**src/rtl/mul_div_8051.sv**
```systemverilog
// Iterative 8051 MUL AB / DIV AB sequencer that time-shares the core 8-bit ALU adder.
// Define MUL_DIV_8051_DIV_EN to include DIV AB; otherwise OP=1 completes at once with OV set.
module mul_div_8051 (
    input  logic       CLK,
    input  logic       RST,
    input  logic       START,
    input  logic       OP,
    input  logic [7:0] ACC_IN,
    input  logic [7:0] B_IN,
    output logic       BUSY,
    output logic       DONE,
    output logic [7:0] ACC_OUT,
    output logic [7:0] B_OUT,
    output logic       OV_OUT,
    output logic [7:0] ADD_A,
    output logic [7:0] ADD_B,
    output logic       ADD_CI,
    input  logic [7:0] ADD_SUM,
    input  logic       ADD_CO
);

    typedef enum logic [1:0] {
        S_IDLE,
        S_RUN,
        S_FIN
    } state_t;

    state_t     state, state_nxt;
    logic [7:0] hi, hi_nxt;
    logic [7:0] lo, lo_nxt;
    logic [7:0] opr, opr_nxt;
    logic       opl, opl_nxt;
    logic [2:0] cnt, cnt_nxt;
    logic [7:0] acc_q, acc_nxt;
    logic [7:0] b_q, b_nxt;
    logic       ov_q, ov_nxt;
    logic [7:0] iter_hi, iter_lo;
`ifdef MUL_DIV_8051_DIV_EN
    logic [7:0] shifted_rem;
`endif

    always_ff @(posedge CLK) begin
        if (RST) begin
            state <= S_IDLE;
            hi    <= 8'h00;
            lo    <= 8'h00;
            opr   <= 8'h00;
            opl   <= 1'b0;
            cnt   <= 3'd0;
            acc_q <= 8'h00;
            b_q   <= 8'h00;
            ov_q  <= 1'b0;
        end else begin
            state <= state_nxt;
            hi    <= hi_nxt;
            lo    <= lo_nxt;
            opr   <= opr_nxt;
            opl   <= opl_nxt;
            cnt   <= cnt_nxt;
            acc_q <= acc_nxt;
            b_q   <= b_nxt;
            ov_q  <= ov_nxt;
        end
    end

    // One iteration step: the adder is driven only in RUN and its result feeds {HI,LO} directly.
    always_comb begin
        ADD_A   = 8'h00;
        ADD_B   = 8'h00;
        ADD_CI  = 1'b0;
        iter_hi = hi;
        iter_lo = lo;
`ifdef MUL_DIV_8051_DIV_EN
        shifted_rem = {hi[6:0], lo[7]};
`endif
        if (state == S_RUN) begin
`ifdef MUL_DIV_8051_DIV_EN
            if (opl) begin
                ADD_A  = shifted_rem;
                ADD_B  = ~opr;
                ADD_CI = 1'b1;
                if (hi[7] | ADD_CO) begin
                    iter_hi = ADD_SUM;
                    iter_lo = {lo[6:0], 1'b1};
                end else begin
                    iter_hi = shifted_rem;
                    iter_lo = {lo[6:0], 1'b0};
                end
            end else begin
`else
            begin
`endif
                ADD_A  = hi;
                ADD_B  = opr;
                ADD_CI = 1'b0;
                if (lo[0]) begin
                    {iter_hi, iter_lo} = {ADD_CO, ADD_SUM, lo[7:1]};
                end else begin
                    {iter_hi, iter_lo} = {1'b0, hi, lo[7:1]};
                end
            end
        end
    end

    always_comb begin
        state_nxt = state;
        hi_nxt    = hi;
        lo_nxt    = lo;
        opr_nxt   = opr;
        opl_nxt   = opl;
        cnt_nxt   = cnt;
        acc_nxt   = acc_q;
        b_nxt     = b_q;
        ov_nxt    = ov_q;
        case (state)
            S_IDLE, S_FIN: begin
                if (START) begin
                    hi_nxt    = 8'h00;
                    lo_nxt    = ACC_IN;
                    opr_nxt   = B_IN;
                    opl_nxt   = OP;
                    cnt_nxt   = 3'd0;
                    state_nxt = S_RUN;
                    // Operations that cannot iterate complete immediately with OV set.
                    if (OP) begin
`ifdef MUL_DIV_8051_DIV_EN
                        if (B_IN == 8'h00) begin
                            state_nxt = S_FIN;
                            acc_nxt   = ACC_IN;
                            b_nxt     = 8'h00;
                            ov_nxt    = 1'b1;
                        end
`else
                        state_nxt = S_FIN;
                        acc_nxt   = ACC_IN;
                        b_nxt     = B_IN;
                        ov_nxt    = 1'b1;
`endif
                    end
                end else if (state == S_FIN) begin
                    state_nxt = S_IDLE;
                end
            end
            S_RUN: begin
                hi_nxt  = iter_hi;
                lo_nxt  = iter_lo;
                cnt_nxt = cnt + 3'd1;
                if (cnt == 3'd7) begin
                    state_nxt = S_FIN;
                    acc_nxt   = iter_lo;
                    b_nxt     = iter_hi;
                    ov_nxt    = ~opl & (|iter_hi);
                end
            end
            default: state_nxt = S_IDLE;
        endcase
    end

    assign BUSY    = (state == S_RUN);
    assign DONE    = (state == S_FIN);
    assign ACC_OUT = acc_q;
    assign B_OUT   = b_q;
    assign OV_OUT  = ov_q;

endmodule
```
**config.mk**
```make
export PLATFORM = sky130hd
export DESIGN_NAME = mul_div_8051
export DESIGN_NICKNAME = d
export VERILOG_FILES = /design/src/rtl/mul_div_8051.sv
export SDC_FILE = /design/constraint.sdc
export NUM_CORES = 1
export LEC_CHECK = 0
export CORE_ASPECT_RATIO = 1.75
export CORE_MARGIN = 1.5
export CORE_UTILIZATION = 47
export DETAILED_ROUTE_END_ITERATION = 8
export GPL_ROUTABILITY_DRIVEN = 0
export MAX_ROUTING_LAYER = met4
export PLACE_DENSITY = 0.8
export RECOVER_POWER = 25
export SETUP_SLACK_MARGIN = 0.02
export SYNTH_ARGS = -nofsm -noshare
export SYNTH_HDL_FRONTEND = slang
export SYNTH_SLANG_ARGS = --single-unit
```
**constraint.sdc**
```tcl
create_clock -name CLK -period 1.8 [get_ports CLK]
set_input_delay 0.45 -clock CLK [delete_from_list [all_inputs] [get_ports CLK]]
set_output_delay 0.45 -clock CLK [all_outputs]
set_load 0.01 [all_outputs]
```
Word-level counts from Yosys, hierarchy flattened
Cells that the tools add are included.
{"block": "op_classes", "add_sub_neg": 1, "n_eq_ne": 7, "n_mux": 28, "bitwise": 2, "reduce_logical": 8}
{"cell": "8-bit two-way mux", "n": 13}
{"cell": "8-bit case mux with 2 select lines", "n": 4}
{"cell": "2-bit two-way mux", "n": 4}
{"cell": "8-bit OR reduction", "n": 1}
{"cell": "3-bit case mux with 2 select lines", "n": 1}
{"cell": "2-bit AND reduction", "n": 3}
{"cell": "2-bit inequality test, second input constant", "n": 2}
{"cell": "2-bit case mux with 2 select lines", "n": 1}
{"cell": "4-bit AND reduction", "n": 1}
{"cell": "3-bit by 1-bit adder with 3-bit output, second input constant", "n": 1}
{"cell": "3-bit == test, second input constant", "n": 1}
{"cell": "1-bit two-way mux", "n": 3}
{"cell": "3-bit two-way mux", "n": 1}
{"cell": "3-bit inequality test, second input constant", "n": 1}
{"cell": "2-bit by 1-bit == test with 1-bit output, second input constant", "n": 1}
{"cell": "2-bit == test, second input constant", "n": 1}
{"cell": "2-bit zero test", "n": 1}
{"cell": "2-bit by 1-bit inequality test with 1-bit output, second input constant", "n": 1}
{"cell": "1-bit case mux with 2 select lines", "n": 1}
{"cell": "2-bit nonzero test", "n": 1}
{"cell": "2-bit OR reduction", "n": 1}
{"cell": "1-bit AND", "n": 1}
{"cell": "1-bit inverter", "n": 1}
{"block": "word_totals", "ff_bits": 47, "in_bits": 29, "out_inout_bits": 36, "wordCells": 55}

Longest topological paths before layout
Gate-level depths: netlist (run 1).
{"block": "depth", "depth_word": 6, "depth_mapped": 6, "mapped_depth_nobuf": 5}

Worst setup path after synthesis (run 1)
OpenSTA, ideal clock, no wires.
{"block": "synth_path", "path_kind": "reg2out", "startpoint": "register state[1]", "endpoint": "output ADD_A[0]", "arrival_time_ns": 1.036, "required_ns": 1.350, "path_slack_ns": 0.314, "path_stages_with_launch": 5, "path_buffers": 1, "cell_sequence": "dfxtp_1 > nand2b_1 > inv_2 > clkbuf_1 > and2_1"}
{"block": "synth_via", "elab_chain_len": 2}
{"element": "start, declared", "line": "28", "text": "state_t state, state_nxt;"}
{"element": "start signal, assigned", "line": "54", "text": "state <= state_nxt;"}
{"element": "2-bit by 1-bit == test with 1-bit output"}
{"element": "net BUSY", "line": "10", "text": "output logic BUSY,"}
{"element": "8-bit two-way mux", "line": "76", "text": "if (state == S_RUN) begin"}
{"element": "end, declared", "line": "15", "text": "output logic [7:0] ADD_A,"}
The timed path passes the listed nets, and every way through them passes these cells.

Worst setup path after layout (run 1)
{"block": "layout_path", "startpoint": "register state[1]", "endpoint": "output ADD_A[1]"}
{"block": "layout_via", "elab_chain_len": 2}
{"element": "2-bit by 1-bit == test with 1-bit output", "line": "76"}
{"element": "8-bit two-way mux", "line": "76"}
Every way passes these cells.

==> impl_results.md, run 1 <==
* Hold path cells at 2
* Layout cells sized above 1 at between 20 and 25%
* Peak VDD IR at ~0.67 mV
* Synth top area share at between 40% and 50%
* Cell variety after synth at 27
* Drt total wl at just under 7000 um
* Area of the multi-input gates at roughly 1200 sq um
* FF-to-FF path depth at 8
* Number of global-route vias before repair at between 2k and 2.5k
* First element of the critical path: state[1]
* Drt drc at 0
* Worst Path Arrival at 1.42 ns
* Crit-path max FO at 5
* Fmax at ~530 MHz
* CTS root buffer: clkbuf_8
* P&R area growth vs syn at 44.6%
* Placed Area at about 2900 sq um
* Final Power at 2.56 mW
* Post-CTS Hold Fix Bufs at 0
* Buffers & Inverters on Critical Path at 3
* Top post-synthesis cells by area: dfxtp_1 43%, nand2_1 10%, a21oi_1 6.9%, and2_1 6.6%, nor2_1 6.4%
* Final WS setup at -0.0710 ns
* Die height at 93.1 um
* Clk_skew at around 0.0055 ns
* Cell mode on critical path: buf_6
* Vias per cell at a little under 6
* Crit path largest cell delay at 0.35 ns
* Worst setup SP type: flop
* Full die area at slightly above 5000 sq um
* Top-count cell post-synth: nand2_1
* Hold Fails Final Rpt at 0
* Ys flop type: dfxtp_1
* Routed Antenna Nets at 0
* Initial DRC Count at slightly below 80
* CTS clk-pin slew, worst paths at ~0.08 ns
* Critical path's slowest cell: dfxtp_2
* Chip width at ~55 um
* Cell depth of the worst setup path at 5
* H-tree depth at 2
* DR vias at roughly 2.3k
* Crit end category: output pin
* Synth Register Bits at 47
* Synthesized area per cell at between 8 and 9 sq um
* Core Footprint at roughly 4400 sq um
* Count of input and output buffers at between 60 and 70
* WL/cell at ~17 um
* First-pass GRT wire length at approximately 9800 um
* Starting Density at 49.1%
* Layout Utilization at a little under three quarters
* EDFF count, synth at 0
* Synth Warn # at 0
* Largest net degree at the start of global routing at 39
* Top post-synthesis cells by count: 58 x nand2_1, 47 x dfxtp_1, 37 x nor2_1, 30 x a21oi_1, 23 x and2_1
* Hold Path Class: reg -> reg
* Fin crit share at 104%
* 1st-pass router iterations at 4
* CTS tree: done
* Sequential fraction of the synthesis area at 43.1%
* Diode count at 0
* Nets at around 380
* Power Dens Cells at just over 800 nW/um^2
* # fillers at ~330
* Status: finished, violations left
* Min-Delay Startpoint: B_OUT[1]
* CP Cell Sequence: nand2b_4, clkinvlp_4, buf_6, and2_4, buf_6
* Worst r2r src: state[1]
* Grt total ovfl at 0
* Final Max Slew Viols at 0
* Critical path class: reg -> out
* CTS Sinks at between 40 and 50
* Register Area at ~940 sq um
* Leading area contributor after synthesis: dfxtp_1
* Final min period at ~1.9 ns
* Worst skew pair latency at a little over 0.3 ns
* Netlist Area Pre-Place at between 2000 and 2500 sq um
* Number of max-cap violations at 0
* Failing checks: negative setup slack
* Detail Placement HPWL at around 4100 um
* Ports at 65
* GRT Util Overall at between 20 and 30%
* WP data required at roughly 1.4 ns
* Final setup viols at 8
* Lkg Pwr at 1.28 nW
* Design area at 3160 sq um
* RSZ-0062 raised after global routing: yes
* FFs w/ async S/R, synth at 0%
* Row cnt at 32
* Max clock buf depth at 2
* Antenna violations before repair at 0
* Post-Syn Instances at 270
* Synth Net Count at between 300 and 400
* Family with the most delay on the worst path: buffers and inverters
* CTS buffer count at 5
[layout make-up]
cell class	instances	area share, %
Multi-Input combinational cell	203	38.4
Tap cell	51	2.02
Clock inverter	2	1.90
Inverter	1	0.357
Clock buffer	6	2.30
Timing Repair Buffer	84	24.7
Sequential cell	47	29.9
Timing Repair inverter	2	0.436
[cell families after synthesis]
logic type	count (synthesis)	share of synthesized area [%]
DFF	47	43.1
other	1	0.172
muxes	9	4.24
buffers and inverters	23	5.73
adders and majority gates	2	1.15
and+or+nand+nor	128	25.6
AOI/OAI and AO/OA	60	20.0
[cell usage in the layout, fill, tap and decap left out, drive strengths merged]
master         instances
nand3                  2
a21oi                 30
buf                   36
mux2i                  7
and2                  23
clkinvlp               1
a22oi                  3
a22o                   4
nor3                   2
clkbuf                 9
o22a                   1
nand2                 58
nor4                   2
a31oi                  1
nor2b                  2
dfxtp                 47
inv                    2
mux2                   2
nand2b                 2
o21ai                  9
nor2                  37
dlygate4sd2            1
ha                     2
dlygate4sd3            2
conb                   1
clkdlybuf4s50         42
a311oi                15
bufinv                 2
[sequential cells by signal, indices dropped and copies added, names as in the netlist]
name	flops
ACC_OUT	8
B_OUT	8
hi	8
lo	8
opr	8
cnt	3
state	2
OV_OUT	1
opl	1
[path summary, 6_finish.rpt]
path | endpoint | slack, ns
min | B_OUT[1] | 0.46
max reg2reg | ACC_OUT[1] | 0.02
min reg2reg | B_OUT[1] | 0.46
max | ADD_A[1] | -0.07
[power breakdown]
part / switching, mW / leakage, nW / total, mW / internal [mW]
sequential: 0.0413 / 0.385 / 1.14 / 1.10
combinational: 0.255 / 0.829 / 0.499 / 0.244
clock: 0.363 / 0.0654 / 0.918 / 0.555
total: 0.660 / 1.28 / 2.56 / 1.90
[layer usage]
layer	routed length (um)	part of all wire, %	vias to the layer above	global-route usage [%]
met5	0	0	-	-
li1	-	-	1068	-
met1	2420	36	1095	30.1
met2	3690	55	112	46.4
met4	247	3.7	0	12.9
met3	400	5.9	21	4.63
[per-stage QoR]
| stage | hold WS [ns] | TNS, ns | setup WS, ns | std cells |
|---|---|---|---|---|
| CTS | 0.457 | -0.662 | -0.152 | 390 |
| floorplan | 0.432 | 0 | 0.314 | 270 |
| finish | 0.457 | -0.381 | -0.0710 | 396 |
| global placement | 0.437 | -4.93 | -0.160 | 373 |
| detailed placement | 0.445 | -6.42 | -0.224 | 373 |
| global route | 0.477 | -0.696 | -0.0737 | 396 |
[worst min-delay path, stage by stage, from the launching register on]
cell	delay, ns
dfxtp_1	0.31
nand2_1	0.05
a21oi_1	0.05
[what timing repair did]
item                                    4_1_cts  5_1_grt
gates cloned                                  2        3
pin swaps                                     6        5
endpoints found under the setup margin       20       25
endpoints found under the hold margin         0        0
resized for setup                            66       39
buffers inserted                              7        4
Note: power is estimated with default switching activity, not from simulation.
==> run 2, diff against run 1 <==
- CORE_UTILIZATION: 47 -> 42
- PLACE_DENSITY: 0.8 -> 0.75
- clock period: 1.8 -> 1.7 ns (I/O delays scaled with it)
==> run 2 against run 1 <==
The flow now finishes without violations. Core utilization fell by 9.3 points. Total power down 5.4%. Clock skew grew 0.0025 ns. Design area is 2.7% lower. Non-clock buffer count rose by 3. Register-to-register slack better by 0.12 ns. Worst hold slack better by 0.0034 ns. Clock-buffer cell count increased by 1. Combinational power barely moved. Sequential cell count is the same. Global-route usage decreased by 6.1 points. Largest cell class unchanged.
==> impl_results.md, run 2 (same netlist as run 1, synthesis figures left out) <==
* CP Cell Sequence: nand2b_4, inv_6, clkbuf_16, and2_4, buf_6 (was nand2b_4, clkinvlp_4, buf_6, and2_4, buf_6)
* Worst Path Arrival at 1.25 ns (was 1.42 ns)
* CTS tree: done (unchanged)
* Critical path class: reg -> out (unchanged)
* Critical path's slowest cell: dfxtp_2 (unchanged)
* Antenna violations before repair at 0 (unchanged)
* Lkg Pwr at 1.23 nW (was 1.28 nW)
* Worst skew pair latency at 0.30 ns (was 0.31 ns)
* Grt total ovfl at 0 (unchanged)
* Chip width at 57.5 um (was 54.5 um)
* Worst r2r src: state[1] (unchanged)
* Hold Path Class: reg -> reg (unchanged)
* Power Dens Cells at 788 nW/um^2 (was 811 nW/um^2)
* Drt drc at 0 (unchanged)
* Diode count at 0 (unchanged)
* Core Footprint at 4980 sq um (was 4440 sq um)
* CTS Sinks at 47 (unchanged)
* First element of the critical path: state[1] (unchanged)
* Count of input and output buffers at 63 (unchanged)
* Full die area at 5650 sq um (was 5080 sq um)
* Crit-path max FO at 8 (was 5)
* Final Max Slew Viols at 0 (unchanged)
* Drt total wl at 6080 um (was 6760 um)
* Peak VDD IR at 0.629 mV (was 0.673 mV)
* Initial DRC Count at 84 (was 78)
* Min-Delay Startpoint: opr[7] (was B_OUT[1])
* RSZ-0062 raised after global routing: yes (unchanged)
* Ports at 65 (unchanged)
* Clk_skew at 0.00806 ns (was 0.00553 ns)
* Row cnt at 34 (was 32)
* WL/cell at 15.3 um (was 17.1 um)
* H-tree depth at 2 (unchanged)
* Fmax at approximately 600 MHz
* Final min period at between 1.5 and 2 ns
* # fillers at 440 (was 333)
* Vias per cell at 5.46 (was 5.80)
* Hold Fails Final Rpt at 0 (unchanged)
* Starting Density at 43.8% (was 49.1%)
* Layout cells sized above 1 at 20.3% (was 22.0%)
* Finished Layout Cells at 398 (was 396)
* Post-CTS Hold Fix Bufs at 0 (unchanged)
* GRT Util Overall at 21.4% (was 27.5%)
* Number of global-route vias before repair at 2058 (was 2083)
* Final setup viols at 0 (was 8)
* Die height at 98.4 um (was 93.1 um)
* Placed Area at 2910 sq um (was 2860 sq um)
* 1st-pass router iterations at 4 (unchanged)
* CTS root buffer: clkbuf_8 (unchanged)
* Crit path largest cell delay at 0.33 ns (was 0.35 ns)
* Number of max-cap violations at 0 (unchanged)
* Detail Placement HPWL at 4220 um (was 4090 um)
* CTS clk-pin slew, worst paths at 0.09 ns (was 0.08 ns)
* Status: complete, no violations (was finished, violations left)
* WP data required at 1.27 ns (was 1.35 ns)
* Routed Antenna Nets at 0 (unchanged)
* Fin crit share at 98.4%
* Crit end category: output pin (unchanged)
* CTS buffer count at 5 (unchanged)
* Max clock buf depth at 2 (unchanged)
* Largest net degree at the start of global routing at 39 (unchanged)
* DR vias at 2175 (was 2296)
* Nets at 374 (was 375)
* Inst Count DP at 384 (was 373)
* First-pass GRT wire length at 9180 um (was 9800 um)
* P&R area growth vs syn at 40.8% (was 44.6%)
* Worst setup SP type: flop (unchanged)
* Design area at 3070 sq um (was 3160 sq um)
* Commonest non-fill, non-tap cell in the layout: nand2_1 (unchanged)
* Commonest non-fill, non-tap cells in the layout: 58 x nand2_1, 46 x dfxtp_1, 43 x clkdlybuf4s50_1 (was 58 x nand2_1, 45 x dfxtp_1, 42 x clkdlybuf4s50_1)
run 2: changes by cell type in the layout (fill, tap and decap cells not counted), sizes merged:
cell | previous run | this run
a22o | 4 | 2
bufinv | 2 | 0
clkbuf | 9 | 11
dlygate4sd3 | 2 | 0
buf | 36 | 37
clkdlybuf4s15 | 0 | 1
clkdlybuf4s25 | 0 | 1
clkdlybuf4s50 | 42 | 43
clkinv | 0 | 1
clkinvlp | 1 | 0
inv | 2 | 1
run 2: where the power goes:
group	switching (mW)	internal, mW	leakage, nW
Combinational	0.244	0.256	0.797
Clock	0.380	0.334	0.0484
Sequential	0.0438	1.16	0.385
Total	0.667	1.75	1.23
run 2: path summary, 6_finish.rpt:
| check | to | cells after the start | slack (ns) |
|---|---|---|---|
| min reg2reg | opr[7] | 2 | 0.46 |
| min | opr[7] | 2 | 0.46 |
| max reg2reg | OV_OUT | 7 | 0.14 |
| max | ADD_A[4] | 5 | 0.03 |
run 2: final cells by class:
| type | count | area (sq um) | area share (%) |
|---|---|---|---|
| Multi-Input combinational cell | 201 | 1170 | 38.0 |
| Sequential cell | 47 | 942 | 30.7 |
| Clock buffer | 7 | 86.3 | 2.81 |
| Clock inverter | 1 | 8.76 | 0.285 |
| Timing Repair Buffer | 87 | 792 | 25.8 |
| Inverter | 1 | 8.76 | 0.285 |
| Tap cell | 54 | 67.6 | 2.20 |
run 2: worst max-delay path: cells and delay by family (launching register included):
| kind | cells | cell delay [ns] |
|---|---|---|
| flip-flops | 1 | 0.33 |
| buffers and inverters | 3 | 0.33 |
| AND/OR/NAND/NOR | 2 | 0.29 |
run 2: repair_timing:
action                     in CTS  in global routing
pin swaps                       0                  4
cloned                          0                  2
resized for setup              69                 21
setup buffers                   0                  4
setup endpoints to repair      18                 33
run 2: routing by layer:
layer,vias to the layer above,track usage [%],routed length [um]
li1,1059,-,-
met1,1032,23.1,2330
met2,69,36.5,3310
met3,15,3.05,273
met4,0,11.8,168
met5,-,-,0
run 2: through the flow:
| stage | hold WS, ns | utilization (%) | power (mW) | worst slack (ns) | TNS [ns] |
|---|---|---|---|---|---|
| finish | 0.460 | 61.7 | 2.42 | 0.0267 | 0 |
| global route | 0.488 | 61.7 | 2.52 | -0.0104 | -0.0400 |
| detailed placement | 0.445 | 58.4 | 1.70 | -0.263 | -7.71 |
| CTS | 0.460 | 58.9 | 2.40 | 0.0290 | 0 |
| floorplan | 0.432 | - | 1.48 | 0.239 | 0 |
| global placement | 0.439 | 58.4 | 1.69 | -0.203 | -6.76 |
